## config.mk

```make
export PLATFORM = sky130hd
export DESIGN_NAME = pipe_ctrl
export DESIGN_NICKNAME = d
export VERILOG_FILES = /design/src/rtl/pipe_ctrl.sv
export SDC_FILE = /design/constraint.sdc
export NUM_CORES = 1
export LEC_CHECK = 0
export BUFFER_PORTS_ARGS = -buffer_cell sky130_fd_sc_hd__buf_2
export CORE_MARGIN = 2
export CORE_UTILIZATION = 45
export CTS_CLUSTER_DIAMETER = 100
export DETAILED_ROUTE_END_ITERATION = 8
export PLACE_DENSITY_LB_ADDON = 0.05
export SLEW_MARGIN = 30
export SYNTH_ARGS = -nofsm -noshare
export SYNTH_HDL_FRONTEND = slang
export SYNTH_SLANG_ARGS = --single-unit
export TNS_END_PERCENT = 5
```

## constraint.sdc

```tcl
create_clock -name clk -period 6.2 [get_ports clk]
set_input_delay 0 -clock clk [delete_from_list [all_inputs] [get_ports clk]]
set_output_delay 0 -clock clk [all_outputs]
set_load 0.05 [all_outputs]
```

## src/rtl/pipe_ctrl.sv

```systemverilog
// pipe_ctrl: pipeline hazard controller producing per-stage stall vector, exception flush and stall statistics.
module pipe_ctrl (
  input  logic        clk,
  input  logic        rst,
  input  logic        stallreq_from_if,
  input  logic        stallreq_from_id,
  input  logic        stallreq_from_ex,
  input  logic        stallreq_from_mem,
  input  logic [31:0] excepttype_i,
  input  logic [31:0] cp0_epc_i,
  output logic [5:0]  stall,
  output logic        flush,
  output logic [31:0] new_pc,
  output logic [31:0] stall_cnt,
  output logic        stall_timeout
);
  typedef enum logic [1:0] {IDLE, STALL, FLUSH} state_t;
  state_t state, state_n;
  logic [7:0] ep;
  logic any_req, exc, stalling;
  always_comb begin
    any_req = stallreq_from_if | stallreq_from_id | stallreq_from_ex | stallreq_from_mem;
    exc = |excepttype_i;
    stall = (rst || state == FLUSH) ? 6'b000000 :
            stallreq_from_mem ? 6'b011111 :
            stallreq_from_ex  ? 6'b001111 :
            (stallreq_from_id || stallreq_from_if) ? 6'b000111 : 6'b000000;
    stalling = |stall;
    state_n = state == FLUSH ? IDLE : exc ? FLUSH : any_req ? STALL : IDLE;
  end
  assign flush = state == FLUSH;
  always_ff @(posedge clk) begin
    if (rst) begin
      state         <= IDLE;
      new_pc        <= 32'h0;
      stall_cnt     <= 32'h0;
      ep            <= 8'h0;
      stall_timeout <= 1'b0;
    end else begin
      state     <= state_n;
      stall_cnt <= stall_cnt + {31'h0, stalling};
      if (state_n == FLUSH)
        new_pc <= (excepttype_i == 32'h0000000e) ? cp0_epc_i : 32'h00000020;
      // episode length only grows while the controller stays in STALL
      ep <= (state == STALL && state_n == STALL && stalling) ? ep + {7'h0, ep != 8'hff} : 8'h0;
      if (ep == 8'hff && stalling)
        stall_timeout <= 1'b1;
    end
  end
endmodule

```

==> metrics <==
status=complete, no violations; Die X=94.5 um; Max FO, Critical Path=37; worst slew pin tran=0.928 ns; worst hold-check path type=in -> reg; P_int=737 uW; clk buf depth=2; IO Port Bufs=140; worst skew pair latency=0.35 ns; final routed DRC violation total=0; synthesis-to-finish area growth=24.6%; core area=0.00785 mm2; CP arrival=3.62 ns; Setup TNS=0 ns; final hold violation count=0; DR iter-0 viols=181; CTS root buffer=clkbuf_8; CTS Buf Count=9; # fillers=771; Seq pwr share=49.6%; syn nets=533; Final GP Congestion=0.759; WHS Path Cells=4; clk sinks=75; crit end category=register; Max Cap Viol=0; Clk pwr share=42.6%; initial antenna violation count=0; synthesized area=0.00368 mm2; WL/cell=14.9 um; slew margin rel.=38.2%; Die H=94.5 um; dpl cells=660; total track usage=22.5%; Pwr per Cell Area=213 mW/mm2; H-Tree Depth=3; post-route ant nets=0; Slew Limit Fails=0; CTS clk-pin slew, worst paths=0.08 ns; crit path cell chain=nand2b_2 > inv_2 > nor3_1 > ha_1 > ha_1 > and4_1 > nand2_1 > or4_1 > a21oi_1; CP Class=reg -> reg; CTS tree=built; Final Core Density=58.5%; DR pass1 iterations=5; first-pass GRT wire length=16.2 mm; post-CTS setup buffers=0; die area=0.00893 mm2; I/O pin count=142; dpl ws=2.41 ns; Worst Path Required=6.48 ns; Post-Synthesis Cells=459; Sw Ratio=24.5%; cell repeated most along the worst path=ha_1; synth warn=0; Max VDD drop=0.129 mV; flops & latches, synth=75; vias in the first global route=3455; nets@finish=644; cts hold-fix bufs=1; NetSw=240 uW; CTS-repair resized insts=0; Crit-path slowest cell=nand2b_2; maximum clock frequency=300 MHz; largest net degree at the start of global routing=72; R2R Path Start=state[0]$_SDFF_PP0_; initial core utilization=46.9%; combinational power share=7.8%; Setup WS post-layout=2.87 ns; Via Count=3883; Startpoint Class=register; post-detail-place hpwl=6.64 mm; CP startpoint=state[0]$_SDFF_PP0_; Final period util=53.8%; Worst Clk Skew=0.0103 ns; via density per instance=5.74; Period minus WS final=3.33 ns; sequential-to-total area share from yosys stat=40.8%; area of the multi-input gates=0.00198 mm2; layout cells sized above 1=29.0%; Synth cell types=37; WP depth=9; setup violators final=0; non-filler cells, final=677; R2R depth=9; Hold Crit Start=cp0_epc_i[11]; register area=0.00150 mm2; critical path's top delay family=simple AND/OR/NAND/NOR gates; final antenna diode count=0; Power, Total=977 uW; Post-Syn Area per Cell=8.03 um2; RSZ-0062 raised after global routing=no; GR Overflow Total=0; total routed wirelength=10.1 mm; Buf/Inv on CP=1; row count=32; total leakage power=1.95 nW; Largest stage delay, worst path=0.45 ns
-- registers in the layout, indices dropped and copies added, names as in the netlist --
name           flops
stall_cnt         32
ep                 8
stall_timeout      1
new_pc            32
state              2
-- layout make-up --
cell class | instances | area share (%)
flip-flops and latches | 75 | 32.7
multi-input cells | 334 | 43.2
clock inverters | 6 | 1.96
well taps | 102 | 2.78
inverters | 5 | 0.409
clock buffers | 10 | 2.78
repair buffers | 145 | 16.1
-- final timing paths --
path,slack [ns],to
max reg2reg,2.87,stall_cnt[30]$_SDFF_PP0_
max,2.87,stall_cnt[30]$_SDFF_PP0_
min,0.06,new_pc[11]$_SDFFE_PP0N_
min reg2reg,0.48,stall_cnt[31]$_SDFF_PP0_
-- cells in the mapped netlist, drive strengths merged --
library cell / n / area, um2
dfxtp: 75 / 1500
nor3: 6 / 30.0
nor2: 26 / 97.6
a211oi: 1 / 7.51
or2: 1 / 6.26
buf: 14 / 72.6
conb: 1 / 3.75
o21ai: 6 / 30.0
a31oi: 32 / 200
nand2: 40 / 150
or4: 9 / 67.6
a21oi: 14 / 70.1
o41ai: 1 / 8.76
or3: 6 / 37.5
clkbuf: 31 / 116
and3: 38 / 238
o221a: 1 / 11.3
xor2: 16 / 140
a41oi: 1 / 8.76
ha: 4 / 50.1
nand4: 46 / 288
nor4b: 1 / 8.76
and2: 2 / 12.5
nand3: 46 / 230
nor4: 8 / 50.1
inv: 5 / 18.8
mux2: 1 / 11.3
o31ai: 8 / 60.1
nor2b: 3 / 18.8
nand2b: 1 / 6.26
o311ai: 1 / 8.76
and4: 10 / 87.6
xnor2: 4 / 35.0
-- stage by stage --
stage / area, um2 / hold WS, ns
after floorplan: 3680 / 0.180
after global placement: 4360 / 0.298
after detailed placement: 4360 / 0.301
after CTS: 4590 / 0.0512
after global routing: 4590 / 0.0566
final: 4590 / 0.0600
-- power groups by stage --
stage               Sequential [mW]  Clock [mW]  Combinational (mW)
floorplan                     0.502           0              0.0392
global placement              0.496           0              0.0756
detailed placement            0.496           0              0.0759
CTS                           0.485       0.426              0.0765
global route                  0.485       0.447              0.0831
finish                        0.485       0.416              0.0762
-- placed cells by master, fill, tap and decap left out, types with 9 or more instances in the layout --
master    synthesis  final
nand2_1          40     40
and3_1           38     38
dfxtp_1          75     75
nor2_1           26     26
xor2_1           16     16
nand4_1          46     46
clkbuf_8          0      9
buf_2             1    140
a31oi_1          32     32
nand3_1          46     46
or4_1             9      9
a21oi_1          14     14
-- worst reg2reg max path, cell delays in order, from the launching register on --
cell and delay [ns]:
dfxtp_1 0.32, nand2b_2 0.45, inv_2 0.42, nor3_1 0.44, ha_1 0.26, ha_1 0.23
and4_1 0.42, nand2_1 0.16, or4_1 0.42, a21oi_1 0.15
-- cells by family (layout without fill, tap and decap cells) --
| kind of cell | Yosys count | in the layout | share of synthesized area, % |
|---|---|---|---|
| DFF | 75 | 75 | 40.8 |
| buffers and inverters | 50 | 166 | 5.64 |
| and+or+nand+nor | 243 | 243 | 36.1 |
| adders and majority gates | 4 | 4 | 1.36 |
| AOI/OAI and AO/OA | 65 | 65 | 11.0 |
| xor gates and xnor gates | 20 | 20 | 4.76 |
| muxes | 1 | 1 | 0.306 |
| other | 1 | 1 | 0.102 |
-- metal layers --
layer	track usage (%)	vias to the layer above	routed length, um
met5	0	-	0
met4	5.56	0	85
met3	6.78	8	736
met1	28.5	1816	4390
met2	37.4	132	4880
li1	-	1927	-
(Power assumes the default switching activity.)
